[src/rtl/program_loader.sv]
// program_loader: streams program bytes into instruction memory port B.
// Byte pairs are packed high byte first into 16-bit words and written from
// word address 0 upward. The CPU is held in reset until the 0x0000
// terminator word (STOP) has been written.
//
// Optional build macro LOADER_CHECKSUM_EN: after the terminator, one extra
// checksum byte is accepted and compared against the XOR of every program
// byte (terminator included). A mismatch ends the load in the error state.
//
// Handshake: a byte transfers only on a rising edge where byte_valid and
// byte_ready are both high. byte_ready depends on state alone, never on
// byte_valid, so the source may hold byte_valid/byte_data until accepted.
module program_loader #(
  parameter int ADDR_W = 10
) (
  input  logic              clk,
  input  logic              reset,
  input  logic              start,
  input  logic              byte_valid,
  input  logic [7:0]        byte_data,
  output logic              byte_ready,
  output logic [ADDR_W-1:0] mem_addr,
  output logic [15:0]       mem_data,
  output logic              mem_w_en,
  output logic              cpu_reset,
  output logic              load_done,
  output logic              load_error,
  output logic [ADDR_W:0]   word_count
);

  typedef enum logic [2:0] {
    S_IDLE = 3'd0,
    S_HI   = 3'd1,
    S_LO   = 3'd2,
    S_WR   = 3'd3,
    S_DONE = 3'd4,
    S_ERR  = 3'd5
`ifdef LOADER_CHECKSUM_EN
    , S_CHK = 3'd6
`endif
  } state_t;

  // state is kept as a named enum so checkers can bind to it directly
  state_t state;
  state_t state_next;

  logic accept;
  logic restart;
  logic last_addr;
  logic word_is_stop;

`ifdef LOADER_CHECKSUM_EN
  logic [7:0] csum;
`endif

  assign accept       = byte_valid && byte_ready;
  assign restart      = start && ((state == S_IDLE) || (state == S_DONE) || (state == S_ERR));
  assign last_addr    = (mem_addr == {ADDR_W{1'b1}});
  assign word_is_stop = (mem_data == 16'h0000);

  // state register
  always_ff @(posedge clk) begin
    if (reset) begin
      state <= S_IDLE;
    end else begin
      state <= state_next;
    end
  end

  // next-state logic
  always_comb begin
    state_next = state;
    case (state)
      S_IDLE: begin
        if (start) state_next = S_HI;
      end
      S_HI: begin
        if (accept) state_next = S_LO;
      end
      S_LO: begin
        if (accept) state_next = S_WR;
      end
      S_WR: begin
        if (word_is_stop) begin
`ifdef LOADER_CHECKSUM_EN
          state_next = S_CHK;
`else
          state_next = S_DONE;
`endif
        end else if (last_addr) begin
          // memory full and still no terminator
          state_next = S_ERR;
        end else begin
          state_next = S_HI;
        end
      end
`ifdef LOADER_CHECKSUM_EN
      S_CHK: begin
        if (accept) state_next = (byte_data == csum) ? S_DONE : S_ERR;
      end
`endif
      S_DONE: begin
        if (start) state_next = S_HI;
      end
      S_ERR: begin
        if (start) state_next = S_HI;
      end
      default: state_next = S_IDLE;
    endcase
  end

  // outputs decoded from state only
  always_comb begin
    byte_ready = 1'b0;
    mem_w_en   = 1'b0;
    cpu_reset  = 1'b1;
    load_done  = 1'b0;
    load_error = 1'b0;
    case (state)
      S_HI:   byte_ready = 1'b1;
      S_LO:   byte_ready = 1'b1;
`ifdef LOADER_CHECKSUM_EN
      S_CHK:  byte_ready = 1'b1;
`endif
      S_WR:   mem_w_en   = 1'b1;
      S_DONE: begin
        cpu_reset = 1'b0;
        load_done = 1'b1;
      end
      S_ERR:  load_error = 1'b1;
      default: begin
        byte_ready = 1'b0;
      end
    endcase
  end

  // datapath: byte packing, write address and word counter
  always_ff @(posedge clk) begin
    if (reset) begin
      mem_addr   <= '0;
      mem_data   <= '0;
      word_count <= '0;
    end else begin
      if (restart) begin
        mem_addr   <= '0;
        word_count <= '0;
      end
      if ((state == S_HI) && accept) mem_data[15:8] <= byte_data;
      if ((state == S_LO) && accept) mem_data[7:0]  <= byte_data;
      if (state == S_WR) begin
        word_count <= word_count + 1'b1;
        // the terminator and overflow words leave mem_addr where it was
        if (!word_is_stop && !last_addr) mem_addr <= mem_addr + 1'b1;
      end
    end
  end

`ifdef LOADER_CHECKSUM_EN
  // running XOR over all program bytes, terminator bytes included
  always_ff @(posedge clk) begin
    if (reset) begin
      csum <= 8'h00;
    end else if (restart) begin
      csum <= 8'h00;
    end else if (((state == S_HI) || (state == S_LO)) && accept) begin
      csum <= csum ^ byte_data;
    end
  end
`endif

endmodule
[config.mk]
export PLATFORM = sky130hd
export DESIGN_NAME = program_loader
export DESIGN_NICKNAME = d
export VERILOG_FILES = /design/src/rtl/program_loader.sv
export SDC_FILE = /design/constraint.sdc
export NUM_CORES = 1
export LEC_CHECK = 0
export BUFFER_PORTS_ARGS = -buffer_cell sky130_fd_sc_hd__clkbuf_2
export CAP_MARGIN = 20
export CORE_ASPECT_RATIO = 0.7
export CORE_MARGIN = 8
export CORE_UTILIZATION = 30
export CTS_BUF_LIST = sky130_fd_sc_hd__clkbuf_8
export CTS_CLUSTER_DIAMETER = 120
export DETAILED_ROUTE_END_ITERATION = 8
export SYNTH_ARGS = -nofsm -noshare
export SYNTH_HDL_FRONTEND = slang
export SYNTH_SLANG_ARGS = --single-unit
export TNS_END_PERCENT = 5
[constraint.sdc]
create_clock -name clk -period 1.9 [get_ports clk]
set_input_delay 0 -clock clk [delete_from_list [all_inputs] [get_ports clk]]
set_output_delay 0 -clock clk [all_outputs]
set_load 0.005 [all_outputs]
# Word-level counts from Yosys, hierarchy flattened
# Cells that the tools add are included.
# Widths: inputs -> output; s select.
dict set report word_totals {
  out_inout_bits 42
  input_bits 12
  elab_cells 47
  regBits 40
}
dict set report op_classes {
  reduce_logical 15
  addsub 2
  n_eq_ne 9
  n_mux 16
}
# operator count
set ops {}
lappend ops {{$mux 10} 3}
lappend ops {{$mux 11} 2}
lappend ops {{$logic_not 16->1} 1}
lappend ops {{$mux 3} 5}
lappend ops {{$pmux 3 s4} 1}
lappend ops {{$add 11x1->11 const B} 1}
lappend ops {{$add 10x1->10 const B} 1}
lappend ops {{$eq 10x10->1 const B} 1}
lappend ops {{$eq 3x2->1 const B} 2}
lappend ops {{$eq 3x3->1 const B} 2}
lappend ops {{$logic_and 1x1->1} 5}
lappend ops {{$mux 1} 5}
lappend ops {{$ne 2x2->1 const B} 2}
lappend ops {{$eq 3x1->1 const B} 1}
lappend ops {{$logic_not 3->1} 1}
lappend ops {{$reduce_and 3->1} 1}
lappend ops {{$reduce_or 3->1} 1}
lappend ops {{$logic_not 1->1} 2}
lappend ops {{$logic_or 1x1->1} 2}
lappend ops {{$ne 2x1->1 const B} 1}
lappend ops {{$reduce_bool 2->1} 1}
lappend ops {{$reduce_or 2->1} 1}

# Depth between registers and ports, before layout
dict set report depth {
  word_depth 7
  depth_mapped 7
  mapped_depth_nobuf 5
}

# Worst setup path after synthesis
# OpenSTA, ideal clock, no wires.
dict set report synth_path {
  path_type {register to register}
  start {reg mem_data[3]}
  end {reg mem_addr[8]}
  path_stages_with_launch 6
  path_buffers 1
  setup_ns 0.133
  required_ns 1.767
  setup_slack_ns 0.025
  synth_period_minus_slack_ns 1.875
  t_arrival_ns 1.742
  cell_sequence {dfxtp_1 -> or4_4 -> o41a_1 -> clkbuf_1 -> a41oi_1 -> a311oi_1}
}
dict set report synth_via {
  elab_chain_len 5
}
# element line_no
set synth_lines {}
lappend synth_lines {{start, declared} 23} ;# output logic [15:0] mem_data,
lappend synth_lines {{start signal, assigned} 149} ;# if ((state == S_LO) && accept) mem_data[7:0] <= byte_data;
lappend synth_lines {{$logic_not 16->1} 59} ;# assign word_is_stop = (mem_data == 16'h0000);
lappend synth_lines {{$logic_not 1->1} 153} ;# if (!word_is_stop && !last_addr) mem_addr <= mem_addr + 1'b1;
lappend synth_lines {{$logic_and 1x1->1} 153}
lappend synth_lines {{$mux 10} 153}
lappend synth_lines {{$mux 10} 150} ;# if (state == S_WR) begin
lappend synth_lines {{end signal, assigned} 153}
lappend synth_lines {{end, declared} 22} ;# output logic [ADDR_W-1:0] mem_addr,
# Every way passes these cells.
# A chain may end at the register's enable or synchronous reset.

# Final worst setup path
dict set report layout_path {
  start {reg mem_data[2]}
  end {reg mem_addr[6]}
}
# The elaborated chain is that of the path after synthesis.

==> impl_metrics.env <==
export IMPL_area_growth_synth_to_final_pct=40.4
export IMPL_grt_setup_unrepaired="yes"
export IMPL_globalplace_congestion=0.816
export IMPL_synth_cell_type_count=42
export IMPL_fillerInstances=622
export IMPL_ys_flop_type="sky130_fd_sc_hd__dfxtp_1"
export IMPL_timing_final_hold_violations=0
export IMPL_final_ant_viol_nets=0
export IMPL_number_of_h_tree_levels=2
export IMPL_drt_total_wl_microns=5930
export IMPL_num_io_pins=54
export IMPL_netlist_instances=230
export IMPL_place_ws_ps=41.0
export IMPL_synthTopCellsByCount="sky130_fd_sc_hd__dfxtp_1, sky130_fd_sc_hd__a21oi_1, sky130_fd_sc_hd__nand2_1"
export IMPL_detailroute_via_count=2034
export IMPL_core_sq_mm=0.00622
export IMPL_timing_worst_slew_pin_value_ps=468
export IMPL_synthDominantCellAreaShare=0.417
export IMPL_grt_pass1_vias=1908
export IMPL_synth_seq_area_share=0.417
export IMPL_max_slew_margin=0.688
export IMPL_die_width_microns=112
export IMPL_worstPathMaxFanout=7
export IMPL_drc_errors=0
export IMPL_critical_path_arrival_ps=2100
export IMPL_final_core_util=0.434
export IMPL_clk_pin_slew_ps=80
export IMPL_post_synth_top_count_cell="sky130_fd_sc_hd__dfxtp_1"
export IMPL_cap_viol_max_count=0
export IMPL_holdCritPathClass="in2reg"
export IMPL_insertedDiodeCount=0
export IMPL_synth_cell_area_sq_mm=0.00192
export IMPL_cp_data_required_time_ps=2110
export IMPL_worst_skew_pair_late_latency_ps=290
export IMPL_synth_largest_area_cell="sky130_fd_sc_hd__dfxtp_1"
export IMPL_place_detailed_hpwl_microns=4340
export IMPL_syn_nets=244
export IMPL_endpoint_kind="register"
export IMPL_max_vdd_ir_drop_mv=0.289
export IMPL_post_synth_main_area_contributors="sky130_fd_sc_hd__dfxtp_1, sky130_fd_sc_hd__a21oi_1, sky130_fd_sc_hd__nand2_1"
export IMPL_worst_hold_path_num_cells=3
export IMPL_initial_core_utilization=0.309
export IMPL_worst_r2r_cell_count=5
export IMPL_r2r_slack_ps=8
export IMPL_synth_warning_count=0
export IMPL_leakagePower_uw=0.00110
export IMPL_port_buffers=53
export IMPL_r2r_start="mem_data[2]$_SDFFE_PP0P_"
export IMPL_outcome="complete, no violations"
export IMPL_worstReg2RegEnd="mem_addr[6]$_SDFF_PP0_"
export IMPL_clk_path_buf_depth=2
export IMPL_dieHeight_microns=82.9
export IMPL_route_detailed_wl_per_inst_microns=14.9
export IMPL_avgSynthCellArea_sq_um=8.35
export IMPL_period_minus_slack_ps=1890
export IMPL_grt_overflow=0
export IMPL_timing_final_setup_violations=0
export IMPL_cp_start_kind="register"
export IMPL_drt_initial_drc_count=114
export IMPL_worst_hold_slack_ps=75.6
export IMPL_antenna_found_initial=0
export IMPL_tritoncts_clock_tree="done"
export IMPL_number_of_clock_sinks=40
export IMPL_core_rowCount=24
export IMPL_global_route_usage_total=0.125
export IMPL_number_of_buffers_created_by_cts=5
export IMPL_die_area_sq_mm=0.00926
export IMPL_nets=333
export IMPL_whs_endpoint="state[1]$_SDFFE_PP0P_"
export IMPL_grt_first_pass_wirelength_microns=9650
export IMPL_final_clock_period_utilization_by_the_worst_path=0.996
export IMPL_setup_ws_ps=8.17
export IMPL_power_density_cell_area_mw_per_mm2=644
export IMPL_postSynth_asyncResetShare=0
export IMPL_number_of_pins_with_negative_max_slew_slack_in_the_final_report=0
export IMPL_cts_root_buffer_type="sky130_fd_sc_hd__clkbuf_8"
export IMPL_post_route_clock_skew_ps=9.07
export IMPL_detailedRoute_firstPassIterationCount=4
export IMPL_synth_seq_cells=40
export IMPL_worstSetupPathType="reg2reg"
export IMPL_synth_edff_count=0
export IMPL_final_layout_size_suffix_gt1_frac=0.331
export IMPL_max_freq_mhz=529
export IMPL_pin_count_of_the_biggest_net_entering_global_routing=22
export IMPL_hold_path_startpoint="byte_valid"
export IMPL_post_drt_via_cell_ratio=5.11
-- per-stage QoR --
stage               TNS [ps]  area (sq um)  instances  power [uW]
finish                     0          2700        398        1740
global route            -101          2700        398        1840
CTS                        0          2640        397        1760
detailed placement         0          2460        380        1130
global placement           0          2460        380        1120
floorplan                  0          1920        230        1020
-- per-layer routing --
layer	up-vias	routed length, microns	track usage
li1	1032	-	-
met1	951	3040	0.166
met2	47	2490	0.184
met3	4	337	0.0441
met4	0	57	0.0408
met5	-	0	0
-- cell families (layout without fill, tap and decap cells) --
kind of cell	after synthesis	in the layout	synth area share
simple gates	102	102	0.282
compound gates	62	62	0.212
flops	40	40	0.417
buf+inv	15	105	0.0293
mux	9	9	0.0469
fa+ha+maj	2	2	0.0130
-- critical path, cell delays in order (launching register included) --
cell and delay, ps:
sky130_fd_sc_hd__dfxtp_2 330, sky130_fd_sc_hd__or4_4 570, sky130_fd_sc_hd__o41ai_4 370, sky130_fd_sc_hd__buf_6 170, sky130_fd_sc_hd__o21ai_4 70, sky130_fd_sc_hd__a311oi_2 290
-- state kept, by name, summed over array words and instances (netlist names) --
| signal | count |
|---|---|
| word_count | 11 |
| mem_data | 16 |
| state | 3 |
| mem_addr | 10 |
-- power by group --
group,internal (uW),leakage [uW],switching (uW)
combinational,113,0.000736,149
sequential,857,0.000324,11.2
clock,294,0.0000434,314
total,1260,0.00110,474
-- how the worst max path moves through the flow --
stage	end	from	slack, ps
floorplan	mem_addr[8]$_SDFF_PP0_	mem_data[3]$_SDFFE_PP0P_	30
global placement	mem_addr[6]$_SDFF_PP0_	mem_data[3]$_SDFFE_PP0P_	70
detailed placement	mem_addr[6]$_SDFF_PP0_	mem_data[3]$_SDFFE_PP0P_	40
CTS	mem_addr[6]$_SDFF_PP0_	mem_data[3]$_SDFFE_PP0P_	20
global route	mem_addr[6]$_SDFF_PP0_	mem_data[2]$_SDFFE_PP0P_	-40
finish	mem_addr[6]$_SDFF_PP0_	mem_data[2]$_SDFFE_PP0P_	8
-- repair_timing --
| item | CTS | global route |
|---|---|---|
| buffers inserted | 0 | 1 |
| hold endpoints to repair | 17 | 0 |
| endpoints found under the setup margin | 0 | 6 |
| hold buffers | 9 | 0 |
| resized for setup | 0 | 10 |
-- layout by cell type (no fill, tap or decap), drive strengths merged, types with 8 or more instances in the layout --
cell type	count
nand3	8
nand2	29
o21ai	9
a21oi	29
nand2b	8
mux2i	9
buf	28
dlygate4sd3	9
or4	8
nor2	22
clkbuf	59
dfxtp	40
-- area by class of cell --
class / instances / area [sq um] / share of cell area
inverters: 7 / 26.3 / 0.00974
flip-flops and latches: 40 / 803 / 0.298
well taps: 78 / 97.6 / 0.0362
multi-input cells: 175 / 1100 / 0.407
repair buffers: 90 / 573 / 0.213
clock inverters: 2 / 15.0 / 0.00557
clock buffers: 6 / 82.6 / 0.0306
Note: power is estimated with default switching activity, not from simulation.
